<file path="src/rtl/ascon_aead_sched.sv">
//==============================================================================
// Module   : ascon_aead_sched
// Brief    : Round/phase scheduler for one Ascon-128a encryption job.
//            Optional cycle counter port enabled by ASCON_SCHED_CYCLE_CNT_EN.
// Revision : 1.0 - initial release
//==============================================================================
`default_nettype none

module ascon_aead_sched (
    input  logic       clk,
    input  logic       rst_n,
    input  logic       start,
    input  logic [1:0] ad_blks,
    input  logic [1:0] pt_blks,
    input  logic       blk_valid,
    output logic       blk_ready,
    output logic       busy,
    output logic       load_init,
    output logic       rnd_en,
    output logic [3:0] rnd_idx,
    output logic       key_xor_init,
    output logic       dsep_xor,
    output logic       key_xor_fin,
    output logic       key_xor_tag,
    output logic       absorb_ad,
    output logic       absorb_pt,
    output logic       c_valid,
    output logic       tag_valid
`ifdef ASCON_SCHED_CYCLE_CNT_EN
    ,
    output logic [15:0] cycle_cnt
`endif
);

    typedef enum logic [3:0] {
        S_IDLE    = 4'd0,
        S_LOAD    = 4'd1,
        S_INIT    = 4'd2,
        S_KEYX    = 4'd3,
        S_AD_WAIT = 4'd4,
        S_AD_PERM = 4'd5,
        S_DSEP    = 4'd6,
        S_PT_WAIT = 4'd7,
        S_PT_PERM = 4'd8,
        S_FKEY    = 4'd9,
        S_FIN     = 4'd10,
        S_TAG     = 4'd11
    } state_t;

    localparam logic [3:0] c_rnd_first_full = 4'd0;
    localparam logic [3:0] c_rnd_first_part = 4'd4;
    localparam logic [3:0] c_rnd_last       = 4'd11;

    state_t     r_state;
    logic [1:0] r_ad_rem;
    logic [1:0] r_pt_rem;
    logic [3:0] r_rnd_idx;
    logic       r_rnd_en;
    logic       r_busy;
    logic       r_ready_ad;
    logic       r_ready_pt;
    logic       r_load;
    logic       r_kinit;
    logic       r_dsep;
    logic       r_kfin;
    logic       r_tag;

    state_t     w_nxt_state;
    logic [1:0] w_nxt_ad;
    logic [1:0] w_nxt_pt;
    logic [3:0] w_nxt_idx;

    // Round index doubles as the loop counter; it is zero whenever no round runs.
    always_comb begin
        w_nxt_state = r_state;
        w_nxt_ad    = r_ad_rem;
        w_nxt_pt    = r_pt_rem;
        w_nxt_idx   = 4'd0;
        case (r_state)
            S_IDLE: begin
                if (start) begin
                    w_nxt_state = S_LOAD;
                    w_nxt_ad    = ad_blks;
                    w_nxt_pt    = (pt_blks == 2'd0) ? 2'd1 : pt_blks;
                end
            end
            S_LOAD: begin
                w_nxt_state = S_INIT;
                w_nxt_idx   = c_rnd_first_full;
            end
            S_INIT: begin
                if (r_rnd_idx == c_rnd_last) w_nxt_state = S_KEYX;
                else                         w_nxt_idx   = r_rnd_idx + 4'd1;
            end
            S_KEYX: begin
                w_nxt_state = (r_ad_rem != 2'd0) ? S_AD_WAIT : S_DSEP;
            end
            S_AD_WAIT: begin
                if (blk_valid) begin
                    w_nxt_state = S_AD_PERM;
                    w_nxt_idx   = c_rnd_first_part;
                end
            end
            S_AD_PERM: begin
                if (r_rnd_idx == c_rnd_last) begin
                    w_nxt_ad    = r_ad_rem - 2'd1;
                    w_nxt_state = (r_ad_rem > 2'd1) ? S_AD_WAIT : S_DSEP;
                end else begin
                    w_nxt_idx = r_rnd_idx + 4'd1;
                end
            end
            S_DSEP: begin
                w_nxt_state = S_PT_WAIT;
            end
            S_PT_WAIT: begin
                // The final PT block skips its permutation and goes to finalisation.
                if (blk_valid) begin
                    if (r_pt_rem > 2'd1) begin
                        w_nxt_state = S_PT_PERM;
                        w_nxt_idx   = c_rnd_first_part;
                        w_nxt_pt    = r_pt_rem - 2'd1;
                    end else begin
                        w_nxt_state = S_FKEY;
                    end
                end
            end
            S_PT_PERM: begin
                if (r_rnd_idx == c_rnd_last) w_nxt_state = S_PT_WAIT;
                else                         w_nxt_idx   = r_rnd_idx + 4'd1;
            end
            S_FKEY: begin
                w_nxt_state = S_FIN;
                w_nxt_idx   = c_rnd_first_full;
            end
            S_FIN: begin
                if (r_rnd_idx == c_rnd_last) w_nxt_state = S_TAG;
                else                         w_nxt_idx   = r_rnd_idx + 4'd1;
            end
            S_TAG: begin
                w_nxt_state = S_IDLE;
            end
            default: begin
                w_nxt_state = S_IDLE;
            end
        endcase
    end

    // Outputs are registered by decoding the state being entered.
    always_ff @(posedge clk or negedge rst_n) begin
        if (!rst_n) begin
            r_state    <= S_IDLE;
            r_ad_rem   <= 2'd0;
            r_pt_rem   <= 2'd0;
            r_rnd_idx  <= 4'd0;
            r_rnd_en   <= 1'b0;
            r_busy     <= 1'b0;
            r_ready_ad <= 1'b0;
            r_ready_pt <= 1'b0;
            r_load     <= 1'b0;
            r_kinit    <= 1'b0;
            r_dsep     <= 1'b0;
            r_kfin     <= 1'b0;
            r_tag      <= 1'b0;
        end else begin
            r_state    <= w_nxt_state;
            r_ad_rem   <= w_nxt_ad;
            r_pt_rem   <= w_nxt_pt;
            r_rnd_idx  <= w_nxt_idx;
            r_rnd_en   <= (w_nxt_state == S_INIT)    || (w_nxt_state == S_FIN) ||
                          (w_nxt_state == S_AD_PERM) || (w_nxt_state == S_PT_PERM);
            r_busy     <= (w_nxt_state != S_IDLE);
            r_ready_ad <= (w_nxt_state == S_AD_WAIT);
            r_ready_pt <= (w_nxt_state == S_PT_WAIT);
            r_load     <= (w_nxt_state == S_LOAD);
            r_kinit    <= (w_nxt_state == S_KEYX);
            r_dsep     <= (w_nxt_state == S_DSEP);
            r_kfin     <= (w_nxt_state == S_FKEY);
            r_tag      <= (w_nxt_state == S_TAG);
        end
    end

    assign blk_ready    = r_ready_ad | r_ready_pt;
    assign busy         = r_busy;
    assign load_init    = r_load;
    assign rnd_en       = r_rnd_en;
    assign rnd_idx      = r_rnd_idx;
    assign key_xor_init = r_kinit;
    assign dsep_xor     = r_dsep;
    assign key_xor_fin  = r_kfin;
    assign key_xor_tag  = r_tag;
    assign tag_valid    = r_tag;
    assign absorb_ad    = r_ready_ad & blk_valid;
    assign absorb_pt    = r_ready_pt & blk_valid;
    assign c_valid      = r_ready_pt & blk_valid;

`ifdef ASCON_SCHED_CYCLE_CNT_EN
    logic [15:0] r_cycle_cnt;

    always_ff @(posedge clk or negedge rst_n) begin
        if (!rst_n) begin
            r_cycle_cnt <= 16'd0;
        end else if ((r_state == S_IDLE) && start) begin
            r_cycle_cnt <= 16'd0;
        end else if (r_busy && (r_cycle_cnt != 16'hFFFF)) begin
            r_cycle_cnt <= r_cycle_cnt + 16'd1;
        end
    end

    assign cycle_cnt = r_cycle_cnt;
`endif

endmodule

`default_nettype wire
</file>
<file path="config.mk">
export PLATFORM = sky130hd
export DESIGN_NAME = ascon_aead_sched
export DESIGN_NICKNAME = d
export VERILOG_FILES = /design/src/rtl/ascon_aead_sched.sv
export SDC_FILE = /design/constraint.sdc
export NUM_CORES = 1
export LEC_CHECK = 0
export BUFFER_PORTS_ARGS = -buffer_cell sky130_fd_sc_hd__buf_2
export CORE_MARGIN = 5
export CORE_UTILIZATION = 53
export CTS_BUF_LIST = sky130_fd_sc_hd__clkbuf_8 sky130_fd_sc_hd__clkbuf_16
export DETAILED_ROUTE_END_ITERATION = 7
export GPL_TIMING_DRIVEN = 0
export HOLD_SLACK_MARGIN = 0.03
export PLACE_DENSITY_LB_ADDON = 0.25
export SLEW_MARGIN = 5
export SYNTH_ARGS = -nofsm -noshare
export SYNTH_HDL_FRONTEND = slang
export SYNTH_SLANG_ARGS = --single-unit
</file>
<file path="constraint.sdc">
create_clock -name clk -period 2.5 [get_ports clk]
set_clock_uncertainty 0.05 [all_clocks]
set_input_delay 0.125 -clock clk [delete_from_list [all_inputs] [get_ports clk]]
set_output_delay 0.125 -clock clk [all_outputs]
set_load 0.02 [all_outputs]
</file>
==> results of run 1 <==
[metal layers]
layer	wire length, um	vias to the layer above	part of all wire, %	GRT usage (%)
li1	-	490	-	-
met1	1071	499	41	21.38
met2	1220	58	47	28.39
met3	241	12	9.2	3.118
met4	87	0	3.3	8.940
met5	0	-	0	0
[worst paths after layout]
check / startpoint / to / slack, ns / depth (start not counted)
worst max-delay path: rnd_idx[0]$_DFF_PN0_ / rnd_en$_DFF_PN0_ / 0.46 / 7
worst min-delay path: ad_blks[0] / r_ad_rem[0]$_DFFE_PN0P_ / 0.13 / 3
worst max register to register: rnd_idx[0]$_DFF_PN0_ / rnd_en$_DFF_PN0_ / 0.46 / 7
worst min register to register: rnd_idx[0]$_DFF_PN0_ / rnd_idx[0]$_DFF_PN0_ / 0.43 / 1
max in group asynchronous: rst_n / busy$_DFF_PN0_ / 1.79 / 2
min in group asynchronous: rst_n / r_state[1]$_DFF_PN0_ / 0.30 / 2
[metrics by stage]
| stage | hold WS (ns) | std cells | worst slack [ns] | utilization, % | cell area [sq um] |
|---|---|---|---|---|---|
| final | 0.1290 | 179 | 0.4636 | 64.59 | 1415 |
| after global routing | 0.1320 | 179 | 0.2904 | 64.59 | 1415 |
| after CTS | 0.1220 | 179 | 0.4644 | 64.59 | 1415 |
| after detailed placement | 0.04852 | 174 | 0.4916 | 62.08 | 1360 |
| after global placement | 0.04536 | 174 | 0.5347 | 62.08 | 1360 |
| after floorplan | -0.2206 | 123 | 0.7306 | - | 1210 |
[logic make-up after synthesis]
| group | count (synthesis) | synth area share [%] |
|---|---|---|
| AO/OA/AOI/OAI | 25 | 16.44 |
| XOR/XNOR | 2 | 1.448 |
| adder cells (fa/ha/maj) | 4 | 4.137 |
| buffers and inverters | 17 | 7.135 |
| flip-flops | 21 | 43.43 |
| multiplexers | 2 | 1.655 |
| AND/OR/NAND/NOR | 52 | 25.75 |
[report_power, final]
| part | leakage, nW | internal (mW) | total, mW | switching, mW |
|---|---|---|---|---|
| registers | 0.267 | 0.454 | 0.548 | 0.0939 |
| clock network | 0.0269 | 0.109 | 0.210 | 0.100 |
| logic | 0.420 | 0.398 | 0.982 | 0.583 |
| total | 0.714 | 0.962 | 1.74 | 0.778 |
[worst max-delay path, cell delays in order (launching register included)]
cell and delay, ns:
dfrtp_1 0.41, ha_1 0.24, nand3b_1 0.17, buf_2 0.25
nor2_1 0.06, o32ai_1 0.47, nand4_1 0.18, o311ai_2 0.12
[final cells by class]
class / count / share of cell area (%)
Multi-Input combinational cell: 85 / 42.26
Inverter: 10 / 2.653
Sequential cell: 21 / 37.14
Timing Repair Buffer: 24 / 8.842
Tap cell: 28 / 2.476
Clock buffer: 3 / 2.918
Buffer: 7 / 3.448
Clock inverter: 1 / 0.2653
[cells in the final DEF, fill, tap and decap left out, types with 4 or more instances in the layout]
cell type,instances
a21oi_1,6
buf_2,26
dfrtp_1,21
ha_1,4
inv_1,9
nand2_1,5
nand3_1,4
nor2_1,16
or2_2,4
[cells in the mapped netlist (2+ instances only)]
cell and n:
a21oi_1 6, a32oi_1 2, and2_1 2, buf_2 3, buf_4 3, dfrtp_1 21
ha_1 4, inv_1 8, inv_2 2, mux2i_1 2, nand2_1 5, nand2b_1 3
nand3_1 4, nor2_1 16, nor2b_1 3, nor3_1 2, nor4_1 2, o22ai_1 3
o32ai_1 2, or2_2 4
[flip-flops by register name, indices dropped and copies added (netlist names), 2 cells and up]
name	cells
rnd_idx	4
r_pt_rem	2
r_state	4
r_ad_rem	2
==> reports/qor.csv, run 1 <==
stage,metric,value,unit
timing,Slew @ Worst Pin,0.6881,ns
timing,"Min Clock Period, post-route",2.036,ns
routing,WL/cell,14.64,um
cts,Post-CTS Resized,0,
global_routing,number of antenna violations at the first check in global routing,0,
worst_hold_path,Hold Path Class,in -> reg,
cts,CTS buffer count,3,
power,total chip power,1.740,mW
synth,synth top area cells,"dfrtp_1 (43%), nor2_1 (5.0%), ha_1 (4.1%)",
synth,number of synthesized flops with an enable pin,0,
synth,Main synth FF type,dfrtp_1,
routing,# DRC,0,
cts,clock slew at reported path FFs,0.07,ns
floorplan,Core Region,2191,sq um
setup_path,Critical Path Sink Type,flop,
cts,Root Buffer,clkbuf_8,
routing,via/cell ratio,5.916,
global_routing,total gr overflow,0,
synth,Mapped Cells,123,
timing,number of hold violations in the final report,0,
power,P per Cell Area,1229,nW/um^2
synth,Synth Cell Area,1210,sq um
setup_path,CP Data Arrival Time,2.15,ns
cts,Worst-Skew Late Latency,0.26,ns
setup_path,Worst Path Required,2.61,ns
cts,H-tree levels,1,
cts,CTS Buffer Depth,2,
timing,Max-slew headroom,53.98,%
routing,routed via count,1059,
final_layout,fillers,178,
status,status,"complete, no violations",
synth,Post-Synthesis Net Count,135,
final_layout,multi-input combinational cell area,598.1,sq um
synth,Synth top area share,43.43,%
global_routing,vias in the first global route,1028,
synth,sequential area share after synthesis,43.43,%
final_layout,fraction of layout cells with a size suffix above 1,32.45,%
floorplan,Die Area,3339,sq um
setup_path,largest fanout on the critical path,10,
final_layout,diodes inserted,0,
timing,setup TNS,0,ns
floorplan,I/O Pins,24,
timing,Max Freq,0.4911,GHz
final_layout,register area,525.5,sq um
cts,CTS tree,yes,
global_routing,largest net degree at the start of global routing,22,
routing,post-route ant nets,0,
placement,HPWL after DPL,1936,um
floorplan,Die Span Y,57.78,um
timing,# setup viols final,0,
synth,Post-synth ARST share,100.0,%
routing,1st-iter DRT viols,32,
setup_path,CP startpoint kind,flop,
global_routing,global-route wire length before repair,4450,um
placement,GP Congestion,0.8758,
setup_path,CP Class,reg -> reg,
final_layout,Syn-to-layout area delta,16.96,%
routing,Routed WL,2620,um
synth,Cell variety after synth,46,
cts,Sink Count,21,
floorplan,Die Span X,57.78,um
synth,syn avg cell area,9.837,sq um
floorplan,num rows,17,
power,Max IR drop VDD,0.7257,mV
routing,first drt pass iteration count,4,
flow_run,max-cap violations,0,
cts,Setup Buffers After CTS,0,
timing,Final Max Slew Viols,0,
floorplan,starting density of the core,55.23,%
timing,RSZ-0062 raised after global routing,no,
timing,Final period util,81.46,%
power,Lkg Pwr,0.7137,nW
cts,CTS hold repair buffers,1,
placement,I/O Buffers,23,
synth,YS warnings,0,
global_routing,Total GRT Usage,17.20,%
synth,post-synth top area cell,dfrtp_1,
final_layout,nets@finish,164,
synth,Yosys reg bits,21,
Power figures use the tool's default switching activity.
==> run 2: changes to the inputs <==
--- a/config.mk
+++ b/config.mk
@@ -5,6 +5,7 @@
 export SDC_FILE = /design/constraint.sdc
 export NUM_CORES = 1
 export LEC_CHECK = 0
+export ABC_AREA = 1
 export BUFFER_PORTS_ARGS = -buffer_cell sky130_fd_sc_hd__buf_2
 export CORE_MARGIN = 5
 export CORE_UTILIZATION = 53
==> constraint.sdc (replaced) <==
create_clock -name clk -period 2.1 [get_ports clk]
set_clock_uncertainty 0.05 [all_clocks]
set_input_delay 0.105 -clock clk [delete_from_list [all_inputs] [get_ports clk]]
set_output_delay 0.105 -clock clk [all_outputs]
set_load 0.02 [all_outputs]
==> run 2 against run 1 <==
Sequential share of layout area rose by 0.53 points; wire length fell by 1.8%; die area fell by 1.5%; non-clock buffer count fell by 5; critical path type unchanged; worst hold slack got worse by 0.062 ns; clock power rose by 30%; synthesized cell count rose by 24%; total power rose by 20%; largest cell class unchanged.
==> reports/qor.csv, run 2 <==
stage,metric,value,unit
cts,CTS buffer count,3,
global_routing,vias in the first global route,1038,
global_routing,global-route wire length before repair,4491,um
final_layout,nets@finish,194,
synth,Main synth FF type,dfrtp_1,
floorplan,Die Area,3290,sq um
setup_path,CP Cell Sequence,"ha_1, nand3_2, inv_1, o211ai_1, nor3b_1",
flow_run,max-cap violations,0,
synth,most common cell in the netlist,nand2_1,
final_layout,"commonest cells after routing, fill and taps aside","nand2_1 (32), inv_1 (30), buf_2 (23)",
floorplan,starting density of the core,54.79,%
floorplan,num rows,17,
synth,Post-synth ARST share,100.0,%
worst_hold_path,Hold EP,load_init$_DFF_PN0_,
placement,HPWL after DPL,1940,um
final_layout,Finished Layout Cells,209,
final_layout,fraction of layout cells with a size suffix above 1,24.31,%
power,total chip power,2.092,mW
setup_path,Reg-to-Reg Start,rnd_idx[0]$_DFF_PN0_,
worst_hold_path,Hold Path Origin,start,
final_layout,"most common cell after layout, fill and taps aside",nand2_1,
timing,number of hold violations in the final report,0,
timing,RSZ-0062 raised after global routing,no,
cts,clock slew at reported path FFs,0.08,ns
routing,WL/cell,12.31,um
synth,Synth top area share,44.21,%
timing,"Min Clock Period, post-route",1.680,ns
worst_hold_path,Hold Crit Depth,3,
timing,Slew @ Worst Pin,0.4644,ns
placement,dpl cells,204,
synth,post-synth top area cell,dfrtp_1,
synth,sequential area share after synthesis,44.21,%
setup_path,largest delay contributor family on the critical path,simple AND/OR/NAND/NOR gates,
placement,GP Congestion,0.8993,
routing,post-route ant nets,0,
setup_path,Critical Path Sink Type,flop,
setup_path,Buffers & Inverters on Critical Path,1,
final_layout,Syn-to-layout area delta,17.37,%
power,P per Cell Area,1500,nW/um^2
cts,CTS Buffer Depth,2,
power,Max IR drop VDD,0.8364,mV
cts,Sink Count,21,
timing,# setup viols final,0,
synth,syn avg cell area,7.769,sq um
synth,Synth Cell Area,1189,sq um
final_layout,diodes inserted,0,
final_layout,fillers,197,
setup_path,largest fanout on the critical path,9,
global_routing,Total GRT Usage,17.60,%
synth,most instantiated cells after synthesis,"nand2_1 (32), inv_1 (30), dfrtp_1 (21)",
floorplan,Core Region,2170,sq um
floorplan,I/O Pins,24,
synth,Mapped Cells,153,
synth,synth top area cells,"dfrtp_1 (44%), nand2_1 (10%), inv_1 (9.5%)",
timing,Final period util,80.01,%
routing,first drt pass iteration count,7,
setup_path,critical path launch point,rnd_idx[0]$_DFF_PN0_,
cts,Post-CTS Resized,0,
status,status,"complete, no violations",
timing,Max Freq,0.5952,GHz
power,Lkg Pwr,0.8357,nW
cts,Worst-Skew Late Latency,0.27,ns
global_routing,number of antenna violations at the first check in global routing,0,
cts,CTS tree,yes,
timing,setup TNS,0,ns
placement,I/O Buffers,23,
synth,number of synthesized flops with an enable pin,0,
setup_path,worst reg2reg endpoint,key_xor_fin$_DFF_PN0_,
setup_path,Worst Path Required,2.23,ns
floorplan,Die Span Y,57.36,um
routing,# DRC,0,
setup_path,delay of the slowest critical-path stage,0.42,ns
routing,1st-iter DRT viols,44,
timing,Final Max Slew Viols,0,
timing,Max-slew headroom,69.04,%
global_routing,largest net degree at the start of global routing,22,
setup_path,CP Class,reg -> reg,
synth,Yosys reg bits,21,
setup_path,"reg-to-reg slack, setup",0.42,ns
routing,routed via count,1088,
routing,Routed WL,2572,um
setup_path,worst r2r path cells,5,
setup_path,CP startpoint kind,flop,
global_routing,total gr overflow,0,
synth,YS warnings,0,
synth,Cell variety after synth,27,
synth,Post-Synthesis Net Count,165,
setup_path,CP Data Arrival Time,1.81,ns
cts,Root Buffer,clkbuf_8,
floorplan,Die Span X,57.36,um
cts,H-tree levels,1,
worst_hold_path,Hold Path Class,in -> reg,
routing,via/cell ratio,5.206,
setup_path,Worst path slowest cell,dfrtp_1,
-- run 2: changes by cell type after synthesis, sizes merged, moves of 3 or more --
| cell | delta |
|---|---|
| buf | -5 |
| nor2b | -4 |
| nand3 | +11 |
| inv | +22 |
| o21ai | +9 |
| nand2 | +29 |
| a21oi | -4 |
| o22ai | -3 |
| nand2b | -3 |
-- run 2: cell type report --
type                       instances  area, sq um  share of cell area, %
inverter                          32        120.1                  8.610
clock buffer                       3        41.29                  2.960
timing repair buffer              24        125.1                  8.969
clock inverter                     1        5.005                 0.3587
buffer                             2        15.01                  1.076
multi-input combinational         98        528.0                  37.85
sequential                        21        525.5                  37.67
tap                               28        35.03                  2.511
-- run 2: per-stage QoR --
stage | util (%) | hold WS [ns] | instance area [sq um] | worst slack, ns
final | 64.30 | 0.06690 | 1395 | 0.4198
after global routing | 64.30 | 0.08835 | 1395 | 0.2500
after CTS | 64.30 | 0.06997 | 1395 | 0.4159
after detailed placement | 61.71 | 0.03542 | 1339 | 0.4359
after global placement | 61.71 | 0.02901 | 1339 | 0.4891
after floorplan | - | -0.2406 | 1189 | 0.5450
-- run 2: power by group --
| part | leakage, nW | total (mW) | switching [mW] | internal, mW |
|---|---|---|---|---|
| Sequential | 0.270 | 0.660 | 0.108 | 0.552 |
| Combinational | 0.540 | 1.16 | 0.782 | 0.377 |
| Clock | 0.0255 | 0.273 | 0.140 | 0.133 |
-- run 2: worst min-delay path, stage by stage --
cell and delay [ns]:
buf_2 0.08, nand2_1 0.10, inv_1 0.07
-- run 2: worst max-delay path by stage --
stage,to,depth (start not counted)
after floorplan,rnd_en$_DFF_PN0_,7
after global placement,rnd_en$_DFF_PN0_,8
after detailed placement,key_xor_fin$_DFF_PN0_,5
after CTS,key_xor_fin$_DFF_PN0_,5
after global routing,rnd_en$_DFF_PN0_,7
final,key_xor_fin$_DFF_PN0_,5
-- run 2: cell families (layout without fill, tap and decap cells) --
group,count (synthesis),in the layout,synth area share [%]
XOR/XNOR,2,2,1.474
buffers and inverters,34,62,11.37
AO/OA/AOI/OAI,16,16,7.895
adder cells (fa/ha/maj),4,4,4.211
AND/OR/NAND/NOR,76,76,30.84
flip-flops,21,21,44.21
-- run 2: per-layer routing --
layer | vias up | global-route usage (%) | wire [um]
li1 | 528 | - | -
met1 | 496 | 21.16 | 1013
met5 | - | 0 | 0
met4 | 0 | 8.609 | 60
met3 | 9 | 2.715 | 223
met2 | 55 | 30.32 | 1274
-- run 2: timing repair --
action,CTS,global route
endpoints found under the hold margin,21,0
hold buffers,1,0
buffers inserted,0,0
==> run 3: changes to the inputs <==
==> constraint.sdc (replaced) <==
create_clock -name clk -period 1.7 [get_ports clk]
set_clock_uncertainty 0.05 [all_clocks]
set_input_delay 0.085 -clock clk [delete_from_list [all_inputs] [get_ports clk]]
set_output_delay 0.085 -clock clk [all_outputs]
set_load 0.02 [all_outputs]
==> run 3 against run 2 <==
Sequential power grew 26%; total power grew 29%; sequential share of layout area is 0.88 points lower; worst hold slack got worse by 0.019 ns; global-route usage stayed put; clock power rose by 24%; critical endpoint is now r_ready_pt$_DFF_PN0_; highest routed layer unchanged.
==> reports/qor.csv, run 3 (synthesized netlist as in run 2, its figures left out) <==
stage,metric,value,unit
routing,routed via count,1105,
setup_path,CP Data Arrival Time,1.70,ns
power,clock share of power,12.6,%
placement,HPWL after DPL,1940,um
final_layout,fillers,192,
routing,# DRC,0,
final_layout,"most common cell after layout, fill and taps aside",nand2_1,
global_routing,global-route wire length before repair,4491,um
worst_hold_path,Hold EP,load_init$_DFF_PN0_,
global_routing,vias in the first global route,1038,
cts,Worst-Skew Late Latency,0.27,ns
power,Internal,1.364,mW
floorplan,Die Area,3290,sq um
timing,Final Max Slew Viols,0,
power,Lkg Pwr,0.8422,nW
timing,Slew @ Worst Pin,0.4637,ns
final_layout,diodes inserted,0,
final_layout,Syn-to-layout area delta,20.74,%
power,Combinational Power Share,56.5,%
final_layout,final core utilization,66.15,%
timing,RSZ-0062 raised after global routing,no,
global_routing,number of antenna violations at the first check in global routing,0,
final_layout,fraction of layout cells with a size suffix above 1,28.42,%
floorplan,Die Span X,57.36,um
placement,Place WS,0.03586,ns
final_layout,multi-input combinational cell area,550.5,sq um
cts,CTS tree,yes,
final_layout,"commonest cells after routing, fill and taps aside","nand2_1 (32), inv_1 (30), buf_2 (23)",
timing,"Min Clock Period, post-route",1.570,ns
power,Net Sw Power,1.324,mW
cts,clock slew at reported path FFs,0.08,ns
routing,post-route ant nets,0,
floorplan,starting density of the core,54.79,%
placement,I/O Buffers,23,
setup_path,worst r2r path cells,8,
power,Max IR drop VDD,1.071,mV
timing,Max Freq,0.6368,GHz
cts,CTS buffer count,3,
global_routing,largest net degree at the start of global routing,22,
timing,Final WS setup,0.1296,ns
worst_hold_path,Hold Path Origin,start,
flow_run,max-cap violations,0,
setup_path,CP startpoint kind,flop,
floorplan,Core Region,2170,sq um
routing,WL/cell,12.74,um
routing,first drt pass iteration count,4,
cts,H-tree levels,1,
power,P per Cell Area,1873,nW/um^2
placement,GP Congestion,0.8993,
setup_path,Reg-to-Reg Start,r_state[2]$_DFF_PN0_,
global_routing,total gr overflow,0,
cts,Root Buffer,clkbuf_8,
setup_path,"reg-to-reg slack, setup",0.13,ns
setup_path,Critical Path Sink Type,flop,
floorplan,Die Span Y,57.36,um
status,status,"complete, no violations",
setup_path,Worst Path Required,1.83,ns
power,Seq pwr share,30.9,%
final_layout,register area,528.0,sq um
global_routing,Total GRT Usage,17.60,%
power,switch share,49.26,%
worst_hold_path,Hold Crit Depth,3,
timing,setup TNS,0,ns
timing,number of hold violations in the final report,0,
routing,Routed WL,2689,um
worst_hold_path,Hold Path Class,in -> reg,
timing,# setup viols final,0,
routing,via/cell ratio,5.237,
timing,Max-slew headroom,69.09,%
setup_path,CP Class,reg -> reg,
setup_path,worst reg2reg endpoint,r_ready_pt$_DFF_PN0_,
cts,Sink Count,21,
floorplan,I/O Pins,24,
setup_path,largest fanout on the critical path,4,
cts,CTS Buffer Depth,2,
floorplan,num rows,17,
timing,Final period util,92.37,%
final_layout,nets@finish,196,
routing,1st-iter DRT viols,50,
[run 3: changes by cell type in the layout (fill, tap and decap cells not counted), sizes merged]
cell,before,now
buf,25,27
[run 3: area by class of cell]
cell class | instances | share of cell area (%)
multi-input cells | 98 | 38.36
flip-flops and latches | 21 | 36.79
repair buffers | 26 | 9.765
inverters | 32 | 8.370
clock buffers | 3 | 2.877
well taps | 28 | 2.441
plain buffers | 2 | 1.046
clock inverters | 1 | 0.3487
[run 3: worst max-delay path, cell delays in order (launching register included)]
cell and delay (ns):
dfrtp_1 0.40, inv_1 0.09, nand2_1 0.09, inv_1 0.12, nand2_1 0.12, nor2_1 0.20
nor3_4 0.07, buf_4 0.15, nor3_1 0.19
[run 3: what timing repair did]
item	4_1_cts	5_1_grt
endpoints found under the hold margin	21	0
setup buffers	0	2
gates resized for setup	0	8
hold buffers	1	0
setup endpoints to repair	0	9
[run 3: power groups by stage]
| stage | sequential (mW) | clock, mW | combinational, mW |
|---|---|---|---|
| 2_1_floorplan | 0.886 | 0 | 0.999 |
| 3_3_place_gp | 0.811 | 0 | 1.36 |
| 3_5_place_dp | 0.822 | 0 | 1.42 |
| 4_1_cts | 0.813 | 0.346 | 1.43 |
| 5_1_grt | 0.855 | 0.368 | 1.68 |
| 6_report | 0.832 | 0.339 | 1.52 |
[run 3: through the flow]
step	std cells	hold WS (ns)	instance area (sq um)	power (mW)
2_1_floorplan	153	-0.2606	1189	1.885
3_3_place_gp	204	0.009012	1339	2.166
3_5_place_dp	204	0.01542	1339	2.240
4_1_cts	209	0.04997	1395	2.587
5_1_grt	211	0.06835	1435	2.908
6_report	211	0.04819	1435	2.689
[run 3: how the worst max path moves through the flow]
stage                             to                  from  slack [ns]  cells after the start
5_1_grt             rnd_en$_DFF_PN0_  r_state[1]$_DFF_PN0_        0.02                      8
3_3_place_gp        rnd_en$_DFF_PN0_  rnd_idx[0]$_DFF_PN0_        0.09                      8
2_1_floorplan       rnd_en$_DFF_PN0_  rnd_idx[0]$_DFF_PN0_        0.14                      7
6_report        r_ready_pt$_DFF_PN0_  r_state[2]$_DFF_PN0_        0.13                      8
3_5_place_dp   key_xor_fin$_DFF_PN0_  rnd_idx[0]$_DFF_PN0_        0.04                      5
4_1_cts        key_xor_fin$_DFF_PN0_  rnd_idx[0]$_DFF_PN0_        0.02                      5
[run 3: routing by layer]
| layer | wire length (um) | vias to the layer above | track usage (%) |
|---|---|---|---|
| li1 | - | 534 | - |
| met1 | 1123 | 517 | 21.16 |
| met2 | 1351 | 47 | 30.32 |
| met3 | 149 | 7 | 2.715 |
| met4 | 65 | 0 | 8.609 |
| met5 | 0 | - | 0 |
